`config.mk`:
```
export PLATFORM = sky130hd
export DESIGN_NAME = regfile_wb_scheduler
export DESIGN_NICKNAME = d
export VERILOG_FILES = /design/src/rtl/regfile_wb_scheduler.sv
export SDC_FILE = /design/constraint.sdc
export NUM_CORES = 1
export LEC_CHECK = 0
export ABC_AREA = 1
export BUFFER_PORTS_ARGS = -buffer_cell sky130_fd_sc_hd__buf_4
export CAP_MARGIN = 20
export CORE_AREA = 4 4 133 148
export CTS_BUF_LIST = sky130_fd_sc_hd__clkbuf_8
export CTS_CLUSTER_DIAMETER = 100
export DETAILED_ROUTE_END_ITERATION = 12
export DIE_AREA = 0 0 137 152
export PLACE_DENSITY_LB_ADDON = 0.05
export SYNTH_ARGS = -nofsm -noshare
export SYNTH_HDL_FRONTEND = slang
export SYNTH_SLANG_ARGS = --single-unit
```
`constraint.sdc`:
```
create_clock -name sysclk -period 1.8 [get_ports sysclk]
set_clock_uncertainty 0.05 [all_clocks]
set_input_delay 0.09 -clock sysclk [delete_from_list [all_inputs] [get_ports sysclk]]
set_output_delay 0.09 -clock sysclk [all_outputs]
set_load 0.01 [all_outputs]
```
`src/rtl/regfile_wb_scheduler.sv`:
```
// Writeback scheduler for the 32x32 register file: ALU/load arbitration,
// registered write port and RAW/WAW busy scoreboard.
//
// Ports:
//   sysclk, rst_n            clock, async active-low reset
//   alu_* / mem_*            valid/ready writeback requesters
//   issue_valid, issue_rd    destination of the issuing instruction
//   rs1, rs2                 sources of the issuing instruction
//   rs1_busy, rs2_busy,      combinational hazard outputs
//   stall, busy_mask
//   reg_write, write_reg,    registered reg-file write port
//   write_data
//
// Build option: define REGFILE_WB_RR_ARB_EN for round-robin arbitration
// between ALU and load; otherwise loads always beat the ALU.
module regfile_wb_scheduler #(
  parameter int ADDR_W   = 5,
  parameter int DATA_W   = 32,
  parameter int NUM_REGS = 32
) (
  input  logic                sysclk,
  input  logic                rst_n,
  input  logic                alu_valid,
  input  logic [ADDR_W-1:0]   alu_rd,
  input  logic [DATA_W-1:0]   alu_data,
  output logic                alu_ready,
  input  logic                mem_valid,
  input  logic [ADDR_W-1:0]   mem_rd,
  input  logic [DATA_W-1:0]   mem_data,
  output logic                mem_ready,
  input  logic                issue_valid,
  input  logic [ADDR_W-1:0]   issue_rd,
  input  logic [ADDR_W-1:0]   rs1,
  input  logic [ADDR_W-1:0]   rs2,
  output logic                rs1_busy,
  output logic                rs2_busy,
  output logic                stall,
  output logic [NUM_REGS-1:0] busy_mask,
  output logic                reg_write,
  output logic [ADDR_W-1:0]   write_reg,
  output logic [DATA_W-1:0]   write_data
);

  typedef struct packed {
    logic              vld;
    logic [ADDR_W-1:0] rd;
    logic [DATA_W-1:0] data;
  } wb_t;

  logic [NUM_REGS-1:0] busy;
  logic [NUM_REGS-1:0] busy_nxt;
  logic                mem_win;
  logic                waw;
  logic                do_set;
  wb_t                 sel;

`ifdef REGFILE_WB_RR_ARB_EN
  // prio_mem=1: load wins the next contest; flips only on contests
  logic prio_mem;

  always_ff @(posedge sysclk or negedge rst_n) begin
    if (!rst_n) begin
      prio_mem <= 1'b1;
    end else if (alu_valid && mem_valid) begin
      prio_mem <= ~prio_mem;
    end
  end

  assign mem_win = mem_valid & (~alu_valid | prio_mem);
`else
  assign mem_win = mem_valid;
`endif

  assign mem_ready = mem_win;
  assign alu_ready = alu_valid & ~mem_win;

  always_comb begin
    sel = '0;
    unique case (1'b1)
      mem_ready: sel = '{vld: 1'b1, rd: mem_rd, data: mem_data};
      alu_ready: sel = '{vld: 1'b1, rd: alu_rd, data: alu_data};
      default:   sel = '0;
    endcase
  end

  // x0 writes finish the handshake but never reach the port
  always_ff @(posedge sysclk or negedge rst_n) begin
    if (!rst_n) begin
      reg_write  <= 1'b0;
      write_reg  <= '0;
      write_data <= '0;
    end else begin
      reg_write <= sel.vld && (sel.rd != '0);
      if (sel.vld && (sel.rd != '0)) begin
        write_reg  <= sel.rd;
        write_data <= sel.data;
      end
    end
  end

  assign rs1_busy  = busy[rs1] & (rs1 != '0);
  assign rs2_busy  = busy[rs2] & (rs2 != '0);
  assign waw       = issue_valid & (issue_rd != '0) & busy[issue_rd];
  assign stall     = rs1_busy | rs2_busy | waw;
  assign do_set    = issue_valid & ~stall & (issue_rd != '0);
  assign busy_mask = busy;

  // Clear on reg-file landing; a same-edge set is the newer producer
  always_comb begin
    busy_nxt = busy;
    if (reg_write) busy_nxt[write_reg] = 1'b0;
    if (do_set)    busy_nxt[issue_rd]  = 1'b1;
  end

  always_ff @(posedge sysclk or negedge rst_n) begin
    if (!rst_n) busy <= '0;
    else        busy <= busy_nxt;
  end

endmodule

```
-- After elaboration in Yosys (flattened, before gate mapping)
Cells that the tools add are included.
- order comparisons: 6
- reduce and logical (&&, ||, !) cells: 7
- bitwise logic cells: 14
- muxes and demuxes: 13
- operator list (cell ; number):
    38-bit case mux with 2 select lines ; 1
    32-bit two-way mux ; 2
    32-bit AND ; 1
    32-bit inverter ; 1
    32-bit OR ; 1
    5-bit by 6-bit < comparator with 1-bit output (second input constant) ; 4
    5-bit nonzero test ; 4
    1-bit binary-select mux with 5-bit select ; 3
    1-bit demux with 5-bit select ; 2
    5-bit by 1-bit >= comparator with 1-bit output (second input constant) ; 2
    1-bit AND ; 7
    1-bit two-way mux ; 5
    1-bit logical AND ; 3
    1-bit inverter ; 2
    1-bit OR ; 2
- output and inout bits: 75
- flip-flop bits (word level): 70
- logic and storage cells: 44

-- Longest topological paths before layout
- depth after elaboration: 9
- gate-level depth with buffers: 16
- mapped depth without buffers: 13

-- Worst setup path after synthesis
OpenSTA, ideal clock, no wires.
- path type: register to register
- start: reg busy[1], in the netlist busy_mask[1]
- end: reg busy[30], in the netlist busy_mask[30]
- required time: 1684 ps
- period minus slack after synthesis: 1508 ps
- path slack: 292 ps
- library setup time: 66 ps
- data arrival time: 1392 ps
- cell stages (with the launch flop): 15
- cell sequence: dfrtp_1 > inv_1 > nand2_1 > nand3_1 > nand2_1 > nand2_1 > nand2_1 > inv_1 > nand2_1 > nand2_1 > nand2_2 > nor2_4 > buf_4 > nand4_1 > nand2_1
- longest elaborated chain between the ends: 9
- ends and longest elaborated chain (element ; line ; source):
    start: declaration ; 50 ; logic [NUM_REGS-1:0] busy;
    start signal: assignment ; 117 ; else busy <= busy_nxt;
    1-bit binary-select mux with 5-bit select ; 101 ; assign rs1_busy = busy[rs1] & (rs1 != '0);
    1-bit two-way mux (not written as such) ; 101 ;
    1-bit AND ; 101 ;
    named net rs1_busy ; 35 ; output logic rs1_busy,
    1-bit OR (2 in a row) ; 104 ; assign stall = rs1_busy | rs2_busy | waw;
    1-bit inverter ; 105 ; assign do_set = issue_valid & ~stall & (issue_rd != '0);
    1-bit AND (2 in a row) ; 105 ;
    32-bit two-way mux ; 112 ; if (do_set) busy_nxt[issue_rd] = 1'b1;
    named net busy_nxt[30] ; 51 ; logic [NUM_REGS-1:0] busy_nxt;
The timed path passes the listed nets, and every way through them passes these cells. The select of a mux whose other input is x is not followed.
A chain may end at the register's enable or synchronous reset.

-- Worst setup path after layout
- start: reg busy[2], in the netlist busy_mask[2]
- end: out stall
- longest elaborated chain between the ends: 5
- ends and longest elaborated chain (element ; line ; source):
    1-bit binary-select mux with 5-bit select, on equally long branches ; 101, 102 ;
    1-bit two-way mux, on equally long branches ; 101, 102 ;
    1-bit AND, on equally long branches ; 101, 102 ;
    1-bit OR ; 104 ;
    1-bit OR (*) ; 104 ;
    end: declaration ; 37 ; output logic stall,
Every way passes the cells marked *; elsewhere a longest branch is shown, timed or not. The select of a mux whose other input is x is not followed.

==> flow_summary.html <==
<table>
<tr><th>Metric</th><th>Value</th></tr>
<tr><th colspan="2">Logic synthesis</th></tr>
<tr><td>Count of unique library cells instantiated by Yosys</td><td>23</td></tr>
<tr><td>Synth Register Bits</td><td>70</td></tr>
<tr><td>Post-synthesis instance area</td><td>4470 µm²</td></tr>
<tr><td>Per-instance average area after synthesis</td><td>6.69 µm²</td></tr>
<tr><td>Yosys synthesis warning count</td><td>0</td></tr>
<tr><td>Net count of the mapped netlist</td><td>762</td></tr>
<tr><td>Part of the Yosys area used for sequential elements</td><td>39.2%</td></tr>
<tr><td>Synthesized instance count</td><td>668</td></tr>
<tr><th colspan="2">Floorplanning</th></tr>
<tr><td>Ports</td><td>169</td></tr>
<tr><td>Die footprint</td><td>20800 µm²</td></tr>
<tr><td>Die width</td><td>137 µm</td></tr>
<tr><td>Die height</td><td>152 µm</td></tr>
<tr><td>Effective utilization at floorplan</td><td>24.5%</td></tr>
<tr><td>Area inside the core boundary</td><td>18200 µm²</td></tr>
<tr><td>Standard-cell row count</td><td>52</td></tr>
<tr><th colspan="2">Clock tree</th></tr>
<tr><td>Clock tree from TritonCTS</td><td>built</td></tr>
<tr><td>Clock buffer depth</td><td>2</td></tr>
<tr><td>CTS buffer count</td><td>9</td></tr>
<tr><td>Clock Latency Late Sink</td><td>0.35 ns</td></tr>
<tr><td>CTS sink count</td><td>70</td></tr>
<tr><td>Buffer type at the clock tree root</td><td>sky130_fd_sc_hd__clkbuf_8</td></tr>
<tr><td>Clock slew at the register clock pins of the worst setup and hold paths</td><td>0.08 ns</td></tr>
<tr><td>CTS H-tree lvls</td><td>3</td></tr>
<tr><th colspan="2">Timing</th></tr>
<tr><td>Number of endpoints failing setup at the final stage</td><td>33</td></tr>
<tr><td>Ratio of final minimum period to clock period</td><td>107%</td></tr>
<tr><td>Setup TNS after final layout</td><td>-0.960 ns</td></tr>
<tr><td>Minimum period implied by the final worst setup slack</td><td>1.92 ns</td></tr>
<tr><td>Unrepaired setup endpoints after global routing</td><td>yes</td></tr>
<tr><td>Max-slew violation count</td><td>0</td></tr>
<tr><td>Slew at the pin with the worst max-slew slack</td><td>0.532 ns</td></tr>
<tr><td>Least setup slack across all paths after layout</td><td>-0.125 ns</td></tr>
<tr><td>Upper clock frequency limit</td><td>0.520 GHz</td></tr>
<tr><td>Fin. Hold Viols</td><td>1</td></tr>
<tr><td>Worst hold-check slack</td><td>-0.0125 ns</td></tr>
<tr><td>Slew margin rel.</td><td>64.4%</td></tr>
<tr><th colspan="2">Layout</th></tr>
<tr><td># nets final</td><td>1039</td></tr>
<tr><td>Diodes inserted</td><td>0</td></tr>
<tr><td>Non-filler instance count after layout</td><td>1193</td></tr>
<tr><td>Area growth, synth to finish</td><td>70.3%</td></tr>
<tr><td>Proportion of layout cells with a drive suffix above 1</td><td>35.3%</td></tr>
<tr><td>Post-route cell area</td><td>7610 µm²</td></tr>
<tr><th colspan="2">Global routing</th></tr>
<tr><td>Vias in the first global route</td><td>5795</td></tr>
<tr><td>Gr busiest metal</td><td>met2</td></tr>
<tr><td>Met3 layer usage reported by global route</td><td>5.06%</td></tr>
<tr><td>GRT Util Overall</td><td>18.8%</td></tr>
<tr><td>Initial antenna violation count</td><td>0</td></tr>
<tr><td>Total gr overflow</td><td>0</td></tr>
<tr><td>M1 GR Usage</td><td>22.4%</td></tr>
<tr><td>Maximum number of pins on one net before global-route repair</td><td>53</td></tr>
<tr><td>Grt met2 use</td><td>32.6%</td></tr>
<tr><td>First-pass GRT wire length</td><td>30900 µm</td></tr>
<tr><th colspan="2">Drt</th></tr>
<tr><td>DR pass1 iterations</td><td>4</td></tr>
<tr><td>Detailed Route Iter0 Violations</td><td>230</td></tr>
<tr><td># DRC</td><td>0</td></tr>
<tr><td>Post-detailed-route wirelength per cell</td><td>16.9 µm</td></tr>
<tr><td>DRT Wirelength</td><td>20200 µm</td></tr>
<tr><td>Antenna-violating nets left</td><td>0</td></tr>
<tr><td>Via total after detailed routing</td><td>5589</td></tr>
<tr><td>Avg Vias per Cell</td><td>4.68</td></tr>
<tr><th colspan="2">Worst setup path</th></tr>
<tr><td>Most used cell along the critical path</td><td>sky130_fd_sc_hd__nand2_1</td></tr>
<tr><td>Buffering stage count on the worst path with inverters included</td><td>3</td></tr>
<tr><td>Endpoint required time on the critical path</td><td>1.66 ns</td></tr>
<tr><td>Chain of cells forming the critical path</td><td>buf_4 &gt; a21oi_2 &gt; nand2_1 &gt; nand2_1 &gt; nand2_1 &gt; nor2_1 &gt; nand2_1 &gt; nand2_2 &gt; buf_12 &gt; nand2_4 &gt; buf_6</td></tr>
<tr><td>Startpoint type of the worst setup path</td><td>register</td></tr>
<tr><td>Category of the critical setup timing path</td><td>register to output pin</td></tr>
<tr><td>CP max-delay cell</td><td>sky130_fd_sc_hd__dfrtp_1</td></tr>
<tr><td>Maximum fanout along the worst path</td><td>3</td></tr>
<tr><td>Data arrival time of the critical path</td><td>1.78 ns</td></tr>
<tr><td>Family of cells with the greatest summed delay on the critical path</td><td>simple AND/OR/NAND/NOR gates</td></tr>
<tr><td>Maximum single-stage delay on the critical path</td><td>0.41 ns</td></tr>
<tr><td>Capturing element type of the critical path</td><td>output pin</td></tr>
<tr><th colspan="2">Pwr</th></tr>
<tr><td>P_leak</td><td>3.80 nW</td></tr>
<tr><td>Share of total power consumed by net switching</td><td>37.3%</td></tr>
<tr><td>Pwr/cell area</td><td>989 nW/µm²</td></tr>
<tr><td>Cell Int Power</td><td>4.72 mW</td></tr>
<tr><td>Combinational fraction of design power</td><td>47.4%</td></tr>
<tr><td>Reported net switching power</td><td>2.81 mW</td></tr>
<tr><td>Part of the total power dissipated in the clock network</td><td>21.6%</td></tr>
<tr><td>Sequential fraction of design power</td><td>31.0%</td></tr>
<tr><td>Worst ir drop on vdd</td><td>452 µV</td></tr>
<tr><th colspan="2">Placed design</th></tr>
<tr><td>Hpwl dp</td><td>14800 µm</td></tr>
<tr><td>Quantity of I/O buffers inserted on ports</td><td>168</td></tr>
<tr><td>Cell Area, Placed</td><td>6230 µm²</td></tr>
<tr><td>Final Wtd Congestion</td><td>0.858</td></tr>
<tr><td>Total instance count after detailed placement</td><td>1087</td></tr>
<tr><th colspan="2">Min path</th></tr>
<tr><td>Hold Path Class</td><td>input port to register</td></tr>
<tr><th colspan="2">Outcome</th></tr>
<tr><td>Violations in the final reports</td><td>negative hold slack, negative setup slack</td></tr>
<tr><td>Status</td><td>finished with violations</td></tr>
<tr><th colspan="2">Flow run</th></tr>
<tr><td>Number of max-cap violations</td><td>0</td></tr>
</table>
## final cells by class
cell class	count	area (µm²)
sequential	70	1760
tap	243	304
clock inverter	5	97.6
clock buffer	11	151
multi-input combinational	495	2430
inverter	67	256
fill	1939	10600
timing repair buffer	302	2610
## tightest hold or removal path, stage by stage
cell	delay, ns
sky130_fd_sc_hd__buf_4	0.11
sky130_fd_sc_hd__nand2_1	0.07
sky130_fd_sc_hd__a31oi_1	0.08
## Yosys cell counts (all sizes together)
library cell	count	area, µm²
inv	67	257
buf	24	184
nor2	84	328
nand3	57	285
clkbuf	12	45.0
dfrtp	70	1750
o21bai	3	22.5
nor3	10	50.1
a22o	4	35.0
a21oi	8	40.0
o21ai	34	170
nand4	35	219
a31oi	34	213
o211ai	2	15.0
nand2	224	853
## worst paths after layout
path	slack, ns	to	cells past startpoint	from
worst max-delay path	-0.12	stall	11	busy_mask[2]
worst min-delay path	-0.01	write_data[16]	3	alu_data[16]
worst max register to register	-0.05	busy_mask[16]	15	busy_mask[21]
worst min register to register	0.49	busy_mask[0]	2	busy_mask[0]
min in group asynchronous	0.18	write_data[5]	2	rst_n
max in group asynchronous	1.00	busy_mask[23]	3	rst_n
## cells by family (layout without fill, tap and decap cells)
kind of cell / Yosys count / in the layout / synth area share [%]
flip-flops: 70 / 70 / 39.2
buffers and inverters: 103 / 385 / 10.9
AND/OR/NAND/NOR: 410 / 410 / 38.8
AO/OA/AOI/OAI: 85 / 85 / 11.1
## power groups by stage
| stage | combinational [mW] | clock (mW) | sequential [mW] |
|---|---|---|---|
| 3_3_place_gp | 2.95 | 0 | 2.34 |
| 4_1_cts | 3.38 | 1.68 | 2.32 |
| 3_5_place_dp | 2.95 | 0 | 2.34 |
| 6_report | 3.57 | 1.63 | 2.33 |
| 2_1_floorplan | 1.11 | 0 | 2.46 |
| 5_1_grt | 3.93 | 1.73 | 2.38 |
## what timing repair did
item,in CTS,in global routing
cloned,0,4
gates resized for setup,30,49
pin swaps,18,7
endpoints found under the setup margin,1,62
hold buffers,65,7
buffers inserted,13,10
endpoints found under the hold margin,61,7
## per-stage QoR
stage	utilization [%]	power, mW	worst slack, ns
2_1_floorplan	-	3.57	0.292
3_3_place_gp	34.2	5.29	0.0457
3_5_place_dp	34.2	5.29	0.0780
4_1_cts	40.0	7.38	-0.120
5_1_grt	41.8	8.05	-0.246
6_report	41.8	7.52	-0.125
## cells in the final DEF (no fill, tap or decap), types with 2 or more instances in the layout
cell,instances
sky130_fd_sc_hd__a21oi_1,6
sky130_fd_sc_hd__a21oi_2,2
sky130_fd_sc_hd__a22o_1,4
sky130_fd_sc_hd__a31oi_1,29
sky130_fd_sc_hd__a31oi_2,2
sky130_fd_sc_hd__a31oi_4,3
sky130_fd_sc_hd__buf_12,8
sky130_fd_sc_hd__buf_4,216
sky130_fd_sc_hd__buf_6,13
sky130_fd_sc_hd__bufinv_16,3
sky130_fd_sc_hd__clkbuf_16,2
sky130_fd_sc_hd__clkbuf_8,11
sky130_fd_sc_hd__dfrtp_1,66
sky130_fd_sc_hd__dfrtp_2,4
sky130_fd_sc_hd__dlygate4sd3_1,63
sky130_fd_sc_hd__inv_1,42
sky130_fd_sc_hd__inv_2,25
sky130_fd_sc_hd__inv_4,2
sky130_fd_sc_hd__nand2_1,203
sky130_fd_sc_hd__nand2_2,20
sky130_fd_sc_hd__nand3_1,41
sky130_fd_sc_hd__nand3_2,16
sky130_fd_sc_hd__nand4_1,35
sky130_fd_sc_hd__nor2_1,78
sky130_fd_sc_hd__nor2_2,5
sky130_fd_sc_hd__nor3_1,9
sky130_fd_sc_hd__o211ai_1,2
sky130_fd_sc_hd__o21ai_0,31
sky130_fd_sc_hd__o21ai_1,3
sky130_fd_sc_hd__o21bai_1,3
## metal layers
layer  wire length [µm]  vias to the layer above
li1                   -                     2732
met1               8180                     2618
met2              10100                      202
met3               1350                       37
met4                525                        0
met5                  0                        -
Power figures use the tool's default switching activity.
